--- src/rtl/timing_gen_pkg.sv ---
// timing_gen_pkg
//   Shared constants for the video timing generator: counter width, the
//   saturation value used as the "not yet synchronised" marker, and a
//   saturating increment helper.
package timing_gen_pkg;

   localparam int CNT_W = 16;
   localparam logic [CNT_W-1:0] CNT_SAT = '1;

   function automatic logic [CNT_W-1:0] sat_inc(input logic [CNT_W-1:0] val);
      return (val == CNT_SAT) ? val : val + CNT_W'(1);
   endfunction

endpackage

--- src/rtl/sync_edge_det.sv ---
// sync_edge_det
//   Registers a sync input once and flags its rising edge. A level held
//   high produces exactly one rise pulse.
// Ports:
//   clk  in   clock (rising edge)
//   rst  in   asynchronous active-high reset, clears the history register
//   sig  in   sync level, synchronous to clk
//   rise out  sig & ~registered sig (combinational)
module sync_edge_det (
   input  logic clk,
   input  logic rst,
   input  logic sig,
   output logic rise
);

   logic sig_q;

   always_ff @(posedge clk or posedge rst) begin
      if (rst) begin
         sig_q <= 1'b0;
      end else begin
         sig_q <= sig;
      end
   end

   assign rise = sig & ~sig_q;

endmodule

--- src/rtl/timing_gen.sv ---
// timing_gen
//   Recovers frame-valid / line-valid from incoming hsync/vsync. Pixel and
//   line counters restart on sync rising edges and saturate, so outputs stay
//   inactive until the first vsync and beyond the active window.
//   Optional build macro TIMING_GEN_LOCK_EN: gates outputs with a lock flag
//   that needs two consecutive vsync rises exactly one full frame of hsync
//   rises apart; any mismatch or reset drops the lock.
// Ports:
//   pix_clk  in   pixel clock, all logic on rising edge
//   pix_rst  in   asynchronous active-high reset
//   vsync_i  in   vertical sync, active-high
//   hsync_i  in   horizontal sync, active-high
//   fv_o     out  frame valid, registered
//   lv_o     out  line valid, registered
module timing_gen
   import timing_gen_pkg::*;
#(
   parameter int H_ACTIVE      = 1280,
   parameter int H_SYNC        = 40,
   parameter int H_BACK_PORCH  = 220,
   parameter int H_FRONT_PORCH = 110,
   parameter int V_ACTIVE      = 720,
   parameter int V_SYNC        = 5,
   parameter int V_BACK_PORCH  = 20,
   parameter int V_FRONT_PORCH = 5
) (
   input  logic pix_clk,
   input  logic pix_rst,
   input  logic vsync_i,
   input  logic hsync_i,
   output logic fv_o,
   output logic lv_o
);

   localparam int H_TOTAL = H_SYNC + H_BACK_PORCH + H_ACTIVE + H_FRONT_PORCH;
   localparam int V_TOTAL = V_SYNC + V_BACK_PORCH + V_ACTIVE + V_FRONT_PORCH;

   localparam logic [CNT_W-1:0] H_START = CNT_W'(H_SYNC + H_BACK_PORCH);
   localparam logic [CNT_W-1:0] H_END   = CNT_W'(H_SYNC + H_BACK_PORCH + H_ACTIVE);
   localparam logic [CNT_W-1:0] V_START = CNT_W'(V_SYNC + V_BACK_PORCH);
   localparam logic [CNT_W-1:0] V_END   = CNT_W'(V_SYNC + V_BACK_PORCH + V_ACTIVE);

   // The saturated value marks "no sync seen", so a real frame must fit below it.
   if (H_TOTAL >= int'(CNT_SAT) || V_TOTAL >= int'(CNT_SAT)) begin : g_bad_size
      $error("timing_gen: line or frame total does not fit the counters");
   end

   logic hs_rise;
   logic vs_rise;

   sync_edge_det u_hs_det (
      .clk  (pix_clk),
      .rst  (pix_rst),
      .sig  (hsync_i),
      .rise (hs_rise)
   );

   sync_edge_det u_vs_det (
      .clk  (pix_clk),
      .rst  (pix_rst),
      .sig  (vsync_i),
      .rise (vs_rise)
   );

   logic [CNT_W-1:0] h_cnt;
   logic [CNT_W-1:0] v_cnt;
   logic             vs_pending;
   logic             line_act;
   logic             pix_act;
   logic             lock_ok;

   assign line_act = (v_cnt >= V_START) && (v_cnt < V_END);
   assign pix_act  = (h_cnt >= H_START) && (h_cnt < H_END);

`ifdef TIMING_GEN_LOCK_EN
   localparam logic [CNT_W-1:0] V_TOTAL_L = CNT_W'(V_TOTAL);

   logic [CNT_W-1:0] frame_lines;
   logic             vs_seen;
   logic             lock;

   // An hsync rise coinciding with vsync rise belongs to the new frame.
   always_ff @(posedge pix_clk or posedge pix_rst) begin
      if (pix_rst) begin
         frame_lines <= '0;
         vs_seen     <= 1'b0;
         lock        <= 1'b0;
      end else if (vs_rise) begin
         lock        <= vs_seen && (frame_lines == V_TOTAL_L);
         vs_seen     <= 1'b1;
         frame_lines <= hs_rise ? CNT_W'(1) : '0;
      end else if (hs_rise) begin
         if (frame_lines == V_TOTAL_L) begin
            lock <= 1'b0;
         end
         frame_lines <= sat_inc(frame_lines);
      end
   end

   assign lock_ok = lock;
`else
   assign lock_ok = 1'b1;
`endif

   always_ff @(posedge pix_clk or posedge pix_rst) begin
      if (pix_rst) begin
         h_cnt      <= CNT_SAT;
         v_cnt      <= CNT_SAT;
         vs_pending <= 1'b0;
         fv_o       <= 1'b0;
         lv_o       <= 1'b0;
      end else begin
         h_cnt <= hs_rise ? '0 : sat_inc(h_cnt);
         if (hs_rise) begin
            vs_pending <= 1'b0;
            v_cnt      <= (vs_pending || vs_rise) ? '0 : sat_inc(v_cnt);
         end else if (vs_rise) begin
            vs_pending <= 1'b1;
         end
         fv_o <= line_act && lock_ok;
         lv_o <= line_act && pix_act && lock_ok;
      end
   end

endmodule

--- config.mk ---
export PLATFORM = sky130hd
export DESIGN_NAME = timing_gen
export DESIGN_NICKNAME = d
export VERILOG_FILES = /design/src/rtl/timing_gen_pkg.sv /design/src/rtl/sync_edge_det.sv /design/src/rtl/timing_gen.sv
export SDC_FILE = /design/constraint.sdc
export NUM_CORES = 1
export LEC_CHECK = 0
export CAP_MARGIN = 20
export CORE_MARGIN = 3
export CORE_UTILIZATION = 38
export DETAILED_ROUTE_END_ITERATION = 10
export PLACE_DENSITY = 0.55
export SYNTH_ARGS = -nofsm -noshare
export SYNTH_HDL_FRONTEND = slang
export SYNTH_SLANG_ARGS = --single-unit
export TNS_END_PERCENT = 20
--- constraint.sdc ---
create_clock -name pix_clk -period 4.14 [get_ports pix_clk]
set_input_delay 1.035 -clock pix_clk [delete_from_list [all_inputs] [get_ports pix_clk]]
set_output_delay 1.035 -clock pix_clk [all_outputs]
set_load 0.005 [all_outputs]
==> results of run 1 <==
## metrics by stage
| stage | hold WS [ns] | worst slack (ns) |
|---|---|---|
| after detailed placement | 0.484 | 1.12 |
| after CTS | 0.491 | 1.41 |
| after global routing | 0.521 | 1.23 |
| after floorplan | 0.460 | 1.95 |
| final | 0.488 | 1.46 |
| after global placement | 0.476 | 1.21 |
## placed cells by master (no fill, tap or decap), drive strengths merged, types with 2 or more instances in the layout
master          n
nand4          16
a211oi          2
ha              5
and3            9
and4b           2
dfrtp           5
bufinv          2
a2111o          2
nand2b          5
o21ai          11
mux2i          10
or4             4
and2            4
dfstp          32
a31oi           3
inv            11
nand3          12
and4            6
clkdlybuf4s50   5
o22ai           2
a311o           2
a311oi          2
buf             2
or3             9
nand2          23
nor4            5
clkbuf          6
a21oi          12
nor3            8
o31ai           2
a21o            2
nor2            7
o211a           2
nor2b           2
## worst register-to-register path: stages (launching register included)
cell and delay, ns:
dfstp_2 0.59, ha_1 0.24, and4_1 0.34, nand4_1 0.47
o21ai_2 0.44, mux2i_1 0.22
## synthesized netlist by cell type (7+ instances only)
cell type | n | share of area
dfstp_2 | 32 | 0.37
nand2_1 | 23 | 0.038
nand4_1 | 16 | 0.044
a21oi_1 | 12 | 0.027
nand3_1 | 12 | 0.027
inv_1 | 11 | 0.018
mux2i_1 | 10 | 0.044
o21ai_0 | 9 | 0.020
or3_1 | 9 | 0.025
and3_1 | 8 | 0.022
nor3_1 | 8 | 0.018
buf_2 | 7 | 0.016
nor2_1 | 7 | 0.012
## metal layers
metal	GRT usage	wire [um]	vias to the layer above	share of wire
li1	-	-	923	-
met1	0.231	2670	905	0.53
met2	0.215	2110	30	0.42
met3	0.0337	193	7	0.038
met4	0.0446	65	0	0.013
met5	0	0	-	0
## cell families (layout without fill, tap and decap cells)
kind of cell / count (synthesis) / count (layout) / share of synthesized area
AO/OA/AOI/OAI: 51 / 51 / 0.158
XOR/XNOR: 1 / 1 / 0.00389
adder cells (fa/ha/maj): 5 / 5 / 0.0278
buffers and inverters: 25 / 27 / 0.0461
flip-flops: 37 / 37 / 0.429
multiplexers: 10 / 10 / 0.0444
AND/OR/NAND/NOR: 114 / 114 / 0.291
## sequential cells by signal (all words and copies together) (netlist names)
name / cells
u_hs_det.sig_q: 1
fv_o: 1
u_vs_det.sig_q: 1
h_cnt: 16
vs_pending: 1
lv_o: 1
v_cnt: 16
## power by group through the flow
stage	clock, W	combinational (W)	sequential, W
CTS	0.000389	0.000141	0.000479
floorplan	0	0.000130	0.000452
detailed placement	0	0.000140	0.000485
finish	0.000381	0.000139	0.000482
global route	0.000404	0.000160	0.000490
global placement	0	0.000140	0.000484
## area by class of cell
cell class,count,area (um2)
flip-flops and latches,37,966
inverters,11,41.3
clock inverters,3,65.1
repair buffers,8,70.1
multi-input cells,181,1180
fillers,565,3120
well taps,72,90.1
clock buffers,5,68.8
## path summary, 6_finish.rpt
| kind | to | start | depth (start not counted) | slack [ns] |
|---|---|---|---|---|
| min in group asynchronous | fv_o$_DFF_PP0_ | pix_rst | 3 | 1.15 |
| min | h_cnt[7]$_DFFE_PP1P_ | h_cnt[7]$_DFFE_PP1P_ | 2 | 0.49 |
| max reg2reg | v_cnt[1]$_DFFE_PP1P_ | v_cnt[0]$_DFFE_PP1P_ | 5 | 1.77 |
| max in group asynchronous | h_cnt[0]$_DFFE_PP1P_ | pix_rst | 3 | 2.63 |
| max | v_cnt[14]$_DFFE_PP1P_ | hsync_i | 5 | 1.46 |
| min reg2reg | h_cnt[7]$_DFFE_PP1P_ | h_cnt[7]$_DFFE_PP1P_ | 2 | 0.49 |
==> reports/results.txt, run 1 <==
outcome - completed
DRC errors left - 0
Post-synth ARST share - 1.00
DR WL/cell - 15.9 um
htree depth - 2
clk_lat worst skew - 0.30 ns
post-route ant nets - 0
worst clock skew - 0.00826 ns
GP Congestion - 0.777
DRT iter0 DRCs - 98
vias in the first global route - 1729
switching power - 0.000275 W
post-cts sizing count - 0
DPL Wire Length - 3340 um
Final setup viols - 0
CTS tree - built
final worst-path cycle share - 0.648
sequential fraction of the synthesis area - 0.429
power share of the clock group - 0.380
I/O Pins - 6
Yosys reg bits - 37
# rows - 27
initial core utilization - 0.402
drt pass-1 iters - 4
predominant post-synthesis flop cell - dfstp_2
Finished Layout Cells - 317
synth unique cells - 52
Period minus WS final - 2.68 ns
nets - 253
clk slew on worst S/H paths - 0.08 ns
initial antenna violation count - 0
CTS Buf Count - 5
root buf cell - clkbuf_8
YS warnings - 0
Critical Path AT - 2.92 ns
share of cells above drive strength 1 - 0.196
total grt overflow - 0
Sw Share - 0.274
Peak VDD IR - 0.000166 V
Fmax - 373 MHz
final wirelength - 5040 um
n_diodes - 0
Crit Path Category - in -> reg
Crit path required time - 4.37 ns
slew margin rel. - 0.493
placed insts - 308
number of max-cap violations - 0
Synthesized Nets - 252
core area - 5610 um2
slowest stage delay, CP - 0.68 ns
Cell Pwr Density - 403 nW/um2
Hold Crit Class - reg -> reg
Max Slew Vio Count - 0
RSZ-0062 raised after global routing - false
Slew @ Worst Pin - 0.756 ns
area grow syn2layout - 10.3%
first-pass GRT wire length - 8740 um
CP max stage cell - nor4_1
routed vias - 1865
dpl cell area - 2340 um2
Port Buffers - 5
P_leak - 1.01 nW
crit path max fanout - 16
Overall Power - 0.00100 W
Cells after Synth - 243
CP delay by family, top - simple AND/OR/NAND/NOR gates
die extent in x - 83.0 um
sequential share of power - 0.481
Clock Sinks - 37
Power Internal - 0.000727 W
final hold violation count - 0
design area - 2480 um2
largest net degree at the start of global routing - 38
die area - 6890 um2
Core Util, Final - 0.443
Crit. End Element - flip-flop
setup_tns - 0 ns
synthesized area - 2250 um2
number of post-CTS setup repair buffers - 0
DR vias/cell - 5.88
Synth Area per Inst - 9.27 um2
Max Buffers Root-to-Sink - 2
Total GRT Usage - 0.153
chip height - 83.0 um
combinational power share - 0.139
EDFF count, synth - 0
hold buffer count at CTS - 0
startpoint types - primary input
crit path buf inv count - 1
crit-path cells - clkdlybuf4s50_1 -> nand2b_1 -> nor4_1 -> nand4_1 -> and3_1
(Power assumes the default switching activity.)
==> inputs of run 2 (changes only) <==
==> constraint.sdc (replaced) <==
create_clock -name pix_clk -period 2.5 [get_ports pix_clk]
set_input_delay 0.625 -clock pix_clk [delete_from_list [all_inputs] [get_ports pix_clk]]
set_output_delay 0.625 -clock pix_clk [all_outputs]
set_load 0.005 [all_outputs]
==> run 2 against run 1 <==
Effect of this change: global-route usage is 0.053 points higher; clock power is 10% higher; via count is 0.27% higher; wire length is 0.52% higher; register-to-register slack worse by 1.3 ns; clock skew is 0.0035 ns lower; utilization stayed put; clock-buffer cell count is 2 higher; total power is 45% higher; critical path type is now reg -> reg; largest cell class unchanged; largest power group unchanged.
==> reports/results.txt, run 2 (synthesized netlist as in run 1, its figures left out) <==
outcome - completed
hold buffer count at CTS - 0 (unchanged)
clk_lat worst skew - 0.28 ns (-0.02 ns)
Hold Crit Start - h_cnt[1]$_DFFE_PP1P_
met3 WL - 241 um (+25%)
Worst Hold End - h_cnt[1]$_DFFE_PP1P_
setup_tns - 0 ns (unchanged)
die area - 6890 um2 (unchanged)
final worst-path cycle share - 0.799
post-cts sizing count - 0 (unchanged)
Reg2Reg Setup Slack - 0.50 ns (-1.27 ns)
initial core utilization - 0.402 (unchanged)
Cell Pwr Density - 587 nW/um2 (+45%)
CTS Buf Count - 5 (unchanged)
Hold Crit Class - reg -> reg
Final setup viols - 0 (unchanged)
DR vias/cell - 5.81 (-1.3%)
share of cells above drive strength 1 - 0.208 (+0.0121)
drt pass-1 iters - 4 (unchanged)
post-route ant nets - 0 (unchanged)
DRT iter0 DRCs - 134 (+37%)
Max Buffers Root-to-Sink - 2 (unchanged)
number of post-CTS setup repair buffers - 0 (unchanged)
P_leak - 1.01 nW (+0.58%)
# rows - 27 (unchanged)
number of max-cap violations - 0 (unchanged)
most frequent cells in the layout - dfstp_2 (32), nand2_1 (23), nand4_1 (16), nand3_1 (12), a21oi_1 (12)
worst clock skew - 0.00477 ns (-0.00349 ns)
worst reg2reg endpoint - v_cnt[7]$_DFFE_PP1P_
crit path max fanout - 9 (-7)
I/O Pins - 6 (unchanged)
Total GRT Usage - 0.153 (+0.000530)
hold path depth - 2 (unchanged)
die extent in x - 83.0 um (unchanged)
root buf cell - clkbuf_8
CTS tree - built
Peak VDD IR - 0.000353 V (+110%)
chip height - 83.0 um (unchanged)
crit path launch - v_cnt[0]$_DFFE_PP1P_
Place WS - 0.288 ns (-0.829 ns)
clk slew on worst S/H paths - 0.07 ns (about the same)
final hold violation count - 0 (unchanged)
total grt overflow - 0 (unchanged)
final wirelength - 5070 um (+0.52%)
top routing layer in use - met4
DR WL/cell - 15.7 um (-1.0%)
Clock Sinks - 37 (unchanged)
nets - 259 (+2.4%)
first-pass GRT wire length - 8630 um (-1.2%)
Slew @ Worst Pin - 0.706 ns (-0.0500 ns)
FF-to-FF Start - v_cnt[0]$_DFFE_PP1P_
DRC errors left - 0 (unchanged)
number of fill cells - 588 (+4.1%)
area grow syn2layout - 10.3% (unchanged)
WHS - 0.507 ns (+0.0187 ns)
core area - 5610 um2 (unchanged)
Max Slew Vio Count - 0 (unchanged)
worst-case reg-to-reg path depth - 6 (+1)
RSZ-0062 raised after global routing - false
slew margin rel. - 0.526 (+0.0336)
vias in the first global route - 1679 (-2.9%)
leading cell type in the layout, fill and taps excluded - dfstp_2
GP Congestion - 0.821 (+5.6%)
Port Buffers - 5 (unchanged)
Fmax - 501 MHz
initial antenna violation count - 0 (unchanged)
DPL Wire Length - 3560 um (+6.8%)
WL met1 - 2660 um (-0.67%)
routed vias - 1870 (+0.27%)
Critical Path AT - 2.21 ns (-0.71 ns)
startpoint types - flip-flop
Crit. End Element - flip-flop
n_diodes - 0 (unchanged)
Period minus WS final - 2.00 ns
Largest regs - h_cnt: 16 flops, v_cnt: 16 flops
Crit Path Category - reg -> reg
Crit path required time - 2.71 ns (-1.66 ns)
htree depth - 2 (unchanged)
largest net degree at the start of global routing - 38 (unchanged)
final worst setup slack - 0.503 ns (-0.953 ns)
DR WL met2 - 2100 um (-0.24%)
## run 2: metal layers
metal	vias up	GRT usage
li1	934	-
met2	39	0.210
met4	0	0.0490
met5	-	0
met3	5	0.0397
met1	892	0.232
## run 2: area by class of cell
type / count / area [um2] / area share
multi-input combinational: 181 / 1180 / 0.476
timing repair buffer: 14 / 118 / 0.0474
inverter: 11 / 41.3 / 0.0166
tap: 72 / 90.1 / 0.0363
clock buffer: 7 / 86.3 / 0.0348
sequential: 37 / 966 / 0.389
## run 2: worst max path at each step
stage / cells after the start / end / slack [ns]
after global routing: 6 / v_cnt[3]$_DFFE_PP1P_ / 0.35
after floorplan: 6 / lv_o$_DFF_PP0_ / 0.69
final: 6 / v_cnt[7]$_DFFE_PP1P_ / 0.50
after CTS: 6 / lv_o$_DFF_PP0_ / 0.53
after detailed placement: 6 / v_cnt[14]$_DFFE_PP1P_ / 0.29
after global placement: 6 / v_cnt[14]$_DFFE_PP1P_ / 0.28
## run 2: metrics by stage
step                instances  area, um2  utilization  total power, W
global placement          315       2400        0.427         0.00104
global route              322       2480        0.443         0.00156
finish                    322       2480        0.443         0.00146
CTS                       322       2480        0.443         0.00148
detailed placement        315       2400        0.427         0.00104
floorplan                 243       2250            -        0.000965
## run 2: critical path: stages (launching register included)
cell and delay [ns]:
dfstp_2 0.59, ha_1 0.25, and4_1 0.34, nand4_1 0.20
buf_4 0.23, nand4_1 0.12, mux2i_1 0.19
## run 2: report_power, final
| group | internal, W | total [W] | switching [W] |
|---|---|---|---|
| logic | 0.000111 | 0.000241 | 0.000130 |
| registers | 0.000702 | 0.000797 | 0.0000950 |
| clock network | 0.000219 | 0.000419 | 0.000200 |
